<file path="src/rtl/cache_fill_arbiter_pkg.sv">
// Shared types, constants and address helper for the cache fill arbiter.
package cache_fill_arbiter_pkg;

    localparam int unsigned ADDR_W      = 16;
    localparam int unsigned DATA_W      = 16;
    localparam int unsigned BLOCK_WORDS = 8;
    localparam int unsigned WORD_BYTES  = 2;
    localparam int unsigned IDX_W       = $clog2(BLOCK_WORDS);

    localparam logic [ADDR_W-1:0] BLOCK_MASK = 16'hFFF0;

    typedef enum logic [1:0] {
        ST_IDLE  = 2'd0,
        ST_WRITE = 2'd1,
        ST_FILL  = 2'd2,
        ST_DONE  = 2'd3
    } arb_state_t;

    // Byte address of word idx within the block starting at base (16-bit wrap).
    function automatic logic [ADDR_W-1:0] word_addr(input logic [ADDR_W-1:0] base,
                                                    input logic [IDX_W-1:0]  idx);
        return base + (ADDR_W'(idx) * ADDR_W'(WORD_BYTES));
    endfunction

endpackage

</file>
<file path="src/rtl/cache_fill_arbiter_fill_counter.sv">
// Block word counter: counts enabled cycles, wraps after the last word.
module fill_counter
    import cache_fill_arbiter_pkg::*;
(
    input  logic             clk,
    input  logic             clr,
    input  logic             en,
    output logic [IDX_W-1:0] cnt,
    output logic             tc
);

    // Count up on enable; clear is asynchronous.
    always_ff @(posedge clk or posedge clr) begin
        if (clr) begin
            cnt <= '0;
        end else if (en) begin
            cnt <= cnt + IDX_W'(1);
        end
    end

    assign tc = (cnt == IDX_W'(BLOCK_WORDS - 1));

endmodule

</file>
<file path="src/rtl/cache_fill_arbiter.sv">
// Arbitrates I-cache fills, D-cache fills and D-side write-through stores
// onto a single main memory port.
module cache_fill_arbiter
    import cache_fill_arbiter_pkg::*;
(
    input  logic              clk,
    input  logic              rst,
    input  logic              i_miss,
    input  logic [ADDR_W-1:0] i_miss_addr,
    input  logic              d_miss,
    input  logic [ADDR_W-1:0] d_miss_addr,
    input  logic              d_wr_req,
    input  logic [ADDR_W-1:0] d_wr_addr,
    input  logic [DATA_W-1:0] d_wr_data,
    input  logic              mem_data_valid,
    input  logic [DATA_W-1:0] mem_rdata,
    output logic [ADDR_W-1:0] mem_addr,
    output logic              mem_enable,
    output logic              mem_wr,
    output logic [DATA_W-1:0] mem_wdata,
    output logic [DATA_W-1:0] fill_data,
    output logic              fill_word_en,
    output logic [IDX_W-1:0]  fill_word_idx,
    output logic              fill_to_dcache,
    output logic              fill_tag_we,
    output logic              i_fill_done,
    output logic              d_fill_done,
    output logic              d_wr_done,
    output logic              busy
);

    arb_state_t        state;
    logic [ADDR_W-1:0] lat_addr;
    logic              lat_dside;
    logic              issue_done;

    logic [IDX_W-1:0]  issue_cnt;
    logic              issue_tc;
    logic              issue_en;
    logic [IDX_W-1:0]  recv_cnt;
    logic              recv_tc;

    // Issue stops after the last block word has been put on the bus.
    assign issue_en = (state == ST_FILL) && !issue_done;

    fill_counter u_issue_cnt (
        .clk (clk),
        .clr (rst),
        .en  (issue_en),
        .cnt (issue_cnt),
        .tc  (issue_tc)
    );

    fill_counter u_recv_cnt (
        .clk (clk),
        .clr (rst),
        .en  (fill_word_en),
        .cnt (recv_cnt),
        .tc  (recv_tc)
    );

    // Returned words are forwarded in the cycle they arrive; stray valids are dropped.
    assign fill_word_en   = (state == ST_FILL) && mem_data_valid;
    assign fill_data      = fill_word_en ? mem_rdata : '0;
    assign fill_word_idx  = fill_word_en ? recv_cnt : '0;
    assign fill_tag_we    = fill_word_en && recv_tc;
    assign fill_to_dcache = (state == ST_FILL) && lat_dside;
    assign busy           = (state != ST_IDLE);

    // Arbitration FSM with registered memory-port outputs and done pulses.
    always_ff @(posedge clk or posedge rst) begin
        if (rst) begin
            state       <= ST_IDLE;
            lat_addr    <= '0;
            lat_dside   <= 1'b0;
            issue_done  <= 1'b0;
            mem_enable  <= 1'b0;
            mem_wr      <= 1'b0;
            mem_addr    <= '0;
            mem_wdata   <= '0;
            i_fill_done <= 1'b0;
            d_fill_done <= 1'b0;
            d_wr_done   <= 1'b0;
        end else begin
            i_fill_done <= 1'b0;
            d_fill_done <= 1'b0;
            d_wr_done   <= 1'b0;
            unique case (state)
                ST_IDLE: begin
                    if (d_miss) begin
                        state      <= ST_FILL;
                        lat_addr   <= d_miss_addr & BLOCK_MASK;
                        lat_dside  <= 1'b1;
                        mem_enable <= 1'b1;
                        mem_addr   <= d_miss_addr & BLOCK_MASK;
                    end else if (d_wr_req) begin
                        state      <= ST_WRITE;
                        lat_addr   <= d_wr_addr;
                        lat_dside  <= 1'b1;
                        mem_enable <= 1'b1;
                        mem_wr     <= 1'b1;
                        mem_addr   <= d_wr_addr;
                        mem_wdata  <= d_wr_data;
                    end else if (i_miss) begin
                        state      <= ST_FILL;
                        lat_addr   <= i_miss_addr & BLOCK_MASK;
                        lat_dside  <= 1'b0;
                        mem_enable <= 1'b1;
                        mem_addr   <= i_miss_addr & BLOCK_MASK;
                    end
                end
                ST_WRITE: begin
                    state      <= ST_DONE;
                    d_wr_done  <= 1'b1;
                    mem_enable <= 1'b0;
                    mem_wr     <= 1'b0;
                    mem_addr   <= '0;
                    mem_wdata  <= '0;
                end
                ST_FILL: begin
                    if (fill_tag_we) begin
                        state       <= ST_DONE;
                        d_fill_done <= lat_dside;
                        i_fill_done <= !lat_dside;
                        issue_done  <= 1'b0;
                        mem_enable  <= 1'b0;
                        mem_addr    <= '0;
                    end else if (!issue_done) begin
                        if (issue_tc) begin
                            issue_done <= 1'b1;
                            mem_enable <= 1'b0;
                            mem_addr   <= '0;
                        end else begin
                            mem_addr <= word_addr(lat_addr, IDX_W'(issue_cnt + IDX_W'(1)));
                        end
                    end
                end
                ST_DONE: begin
                    state <= ST_IDLE;
                end
                default: begin
                    state <= ST_IDLE;
                end
            endcase
        end
    end

endmodule

</file>
<file path="config.mk">
export PLATFORM = sky130hd
export DESIGN_NAME = cache_fill_arbiter
export DESIGN_NICKNAME = d
export VERILOG_FILES = /design/src/rtl/cache_fill_arbiter_pkg.sv /design/src/rtl/cache_fill_arbiter_fill_counter.sv /design/src/rtl/cache_fill_arbiter.sv
export SDC_FILE = /design/constraint.sdc
export NUM_CORES = 1
export LEC_CHECK = 0
export BUFFER_PORTS_ARGS = -buffer_cell sky130_fd_sc_hd__buf_2
export CORE_MARGIN = 2
export CORE_UTILIZATION = 40
export DETAILED_ROUTE_END_ITERATION = 6
export PLACE_DENSITY = 0.69
export SETUP_SLACK_MARGIN = 0.4
export SLEW_MARGIN = 5
export SYNTH_ARGS = -nofsm -noshare
export SYNTH_HDL_FRONTEND = slang
export SYNTH_SLANG_ARGS = --single-unit
</file>
<file path="constraint.sdc">
create_clock -name clk -period 3 [get_ports clk]
set_input_delay 0.15 -clock clk [delete_from_list [all_inputs] [get_ports clk]]
set_output_delay 0.15 -clock clk [all_outputs]
set_load 0.005 [all_outputs]
</file>
==> flow_metrics.env <==
export IMPL_outcome="complete, but fails checks"
export IMPL_violations="negative hold slack"
export IMPL_setup_tns_ns=0
export IMPL_die_area_um2=9160
export IMPL_vias=3005
export IMPL_power_switching_mw=1.68
export IMPL_synth_compound_area_share_pct=21.2
export IMPL_path_cells="ha_1 > inv_1 > fa_1 > and2b_1 > o2111ai_4 > or3_1 > a21oi_1 > o22a_1"
export IMPL_ys_flop_type="dfrtp_1"
export IMPL_port_buffers=137
export IMPL_synth_edff_count=0
export IMPL_synthCells=334
export IMPL_clockBufferDepth=2
export IMPL_muxShareOfSynthArea_pct=5.28
export IMPL_start_util_pct=41.2
export IMPL_p_clk_share_pct=20.2
export IMPL_yosys_top_cells_area="dfrtp_1 (47%), ha_1 (4.5%), a22o_1 (4.2%)"
export IMPL_dpl_hpwl_um=6180
export IMPL_synthSimpleGateAreaFrac_pct=14.6
export IMPL_async_flop_share_pct=100
export IMPL_antenna_found_initial=0
export IMPL_ys_seq_elements=63
export IMPL_ys_seq_area_share_pct=46.9
export IMPL_synth_xor_area_share_pct=3.12
export IMPL_combPwrFrac_pct=45.6
export IMPL_peakVddDrop_uv=451
export IMPL_syn_area_um2=3360
export IMPL_finClkSkew_ns=0.0117
export IMPL_required_ns=3.28
export IMPL_drt_iter0_markers=73
export IMPL_seqPwrFrac_pct=34.2
export IMPL_root_buffer="clkbuf_8"
export IMPL_critPathBufInv=1
export IMPL_postCtsSetupBuffers=0
export IMPL_nets=566
export IMPL_die_w_um=95.7
export IMPL_critPathArrivalTime_ns=2.74
export IMPL_grt_first_pass_wirelength_um=12900
export IMPL_die_y_um=95.7
export IMPL_setup_viol=0
export IMPL_core_region_area_um2=8180
export IMPL_avgSynthCellArea_um2=10.1
export IMPL_worst_path_largest_cell_delay_ns=0.42
export IMPL_fin_crit_ns=2.46
export IMPL_drive_gt1_share_pct=36.9
export IMPL_cp_top_family="adder cells"
export IMPL_cp_depth=8
export IMPL_internal_power_mw=2.78
export IMPL_crit_fanout=5
export IMPL_fin_crit_sh_pct=82.2
export IMPL_numCtsBuffers=9
export IMPL_slew_violations=0
export IMPL_synthDistinctLibCells=49
export IMPL_gp_congestion=0.846
export IMPL_cts_sinks=63
export IMPL_synth_top_family_by_area="compound AO/OA/AOI/OAI gates"
export IMPL_worstSetupEndpointType="flop"
export IMPL_drcViolationCount=0
export IMPL_p_leak_nw=2.29
export IMPL_track_usage_pct=18.5
export IMPL_rows=33
export IMPL_finalPower_mw=4.46
export IMPL_hold_buffers=0
export IMPL_post_cts_resized=0
export IMPL_cts_clk_slew_worst_paths_ns=0.07
export IMPL_rsz0062_at_grt="no"
export IMPL_synth_fa_ha_area_share_pct=5.06
export IMPL_drt_pass1_iter_count=4
export IMPL_io_pins=146
export IMPL_ys_warn_count=0
export IMPL_tritoncts="yes"
export IMPL_areaGrowthSynthToFinish_pct=31.3
export IMPL_post_drt_wl_per_cell_um=14.4
export IMPL_cts_htree_levels=3
export IMPL_reg2regPathDepth=8
export IMPL_yosysTopAreaCellShare_pct=46.9
export IMPL_antenna_left=0
export IMPL_cap_violations=0
export IMPL_powerDensity_nw_per_um2=1010
export IMPL_antenna_cells=0
export IMPL_crit_slowest_cell="fa_1"
export IMPL_grt_max_degree=44
export IMPL_grt_pass1_vias=2804
export IMPL_finalHoldViolations=8
export IMPL_max_freq_mhz=406
export IMPL_hold_class="in2async"
export IMPL_whs_ns=-0.0108
export IMPL_yosysTopAreaCell="dfrtp_1"
export IMPL_worst_pin_slew_ns=0.890
export IMPL_clock_latency_ns=0.34
export IMPL_drt_wl_total_um=8330
export IMPL_swShare_pct=37.6
export IMPL_crit_type="reg2reg"
export IMPL_synth_nets=433
export IMPL_slew_headroom_pct=39.5
export IMPL_routed_via_density=5.21
export IMPL_cp_start_kind="flop"
export IMPL_grt_ovfl_total=0
## layer usage
layer	vias up	track usage, %	part of all wire, %
met1	1407	20.8	41
met5	-	0	0
met2	114	34.5	51
li1	1474	-	-
met4	0	6.43	1.2
met3	10	3.92	7.1
## through the flow
stage	utilization, %	area, um^2	setup WS, ns	hold WS [ns]	std cells
global route	54.1	4420	0.404	0.00816	577
global placement	51.0	4170	0.609	0.369	561
finish	54.1	4420	0.535	-0.0108	577
floorplan	-	3360	0.754	0.283	334
CTS	54.1	4420	0.525	0.00608	577
detailed placement	51.0	4170	0.567	0.372	561
## cells by family after synthesis
group	count (synthesis)
XOR/XNOR	12
AO/OA/AOI/OAI	102
AND/OR/NAND/NOR	95
multiplexers	17
adder cells (fa/ha/maj)	13
flip-flops	63
buffers and inverters	32
## worst register-to-register path: cells and delay by family, from the launching register on
| family | cells | cell delay, ns |
|---|---|---|
| and+or+nand+nor | 2 | 0.71 |
| AOI/OAI and AO/OA | 3 | 0.47 |
| adders and majority gates | 2 | 0.74 |
| DFF | 1 | 0.41 |
| buffers and inverters | 1 | 0.07 |
## final cells by class
class / count / area, um^2
Clock buffer: 11 / 141
Clock inverter: 5 / 105
Fill cell: 772 / 3760
Inverter: 10 / 37.5
Multi-Input combinational cell: 239 / 1680
Sequential cell: 63 / 1580
Tap cell: 105 / 131
Timing Repair Buffer: 144 / 751
## final timing paths
kind | slack (ns) | startpoint | end
max in group asynchronous | 2.20 | rst | lat_addr[2]$_DFFE_PP0P_
setup reg to reg | 0.54 | u_issue_cnt.cnt[0]$_DFFE_PP0P_ | mem_addr[15]$_DFFE_PP0P_
setup / recovery | 0.54 | u_issue_cnt.cnt[0]$_DFFE_PP0P_ | mem_addr[15]$_DFFE_PP0P_
hold reg to reg | 0.47 | mem_wr$_DFFE_PP0P_ | mem_wr$_DFFE_PP0P_
min in group clk | 0.02 | d_wr_data[4] | mem_wdata[4]$_DFFE_PP0P_
hold / removal | -0.01 | rst | mem_wdata[6]$_DFFE_PP0P_
## registers in the layout (all words and copies together), names as in the netlist, 2 cells and up
signal and flops:
lat_addr 16, u_issue_cnt.cnt 3, state 2, mem_wdata 16
u_recv_cnt.cnt 3, mem_addr 16
## cell usage in the layout (no fill, tap or decap), types with 2 or more instances in the layout
cell type	instances
nor2_1	21
clkinvlp_4	2
nand2b_1	2
nor2b_1	3
inv_2	2
bufinv_16	3
clkbuf_8	10
a22oi_1	3
ha_1	12
nand2_1	30
mux2_2	3
o21ai_0	27
o22a_1	2
o21a_1	9
a21o_1	2
buf_2	137
inv_1	8
xor2_1	5
mux2i_1	13
a22o_1	16
and2_1	4
o211ai_1	2
nand3_1	4
or3_1	2
o221ai_1	8
and3_1	20
dfrtp_1	63
a21oi_1	24
xnor2_1	7
buf_4	6
## cells in the mapped netlist (7+ instances only)
library cell  number
buf_2              7
and3_1            20
o21ai_0           27
mux2i_1           13
nand2_1           30
nor2_1            21
a21oi_1           24
xnor2_1            7
dfrtp_1           63
o221ai_1           8
o21a_1             9
inv_1              9
clkbuf_1          13
a22o_1            16
ha_1              12
## power by group through the flow
| stage | Combinational [mW] | Sequential [mW] | Clock, mW |
|---|---|---|---|
| finish | 2.03 | 1.52 | 0.903 |
| floorplan | 1.31 | 1.51 | 0 |
| detailed placement | 2.06 | 1.54 | 0 |
| global route | 2.31 | 1.58 | 0.973 |
| global placement | 1.99 | 1.52 | 0 |
| CTS | 2.06 | 1.53 | 0.926 |
(Power assumes the default switching activity.)
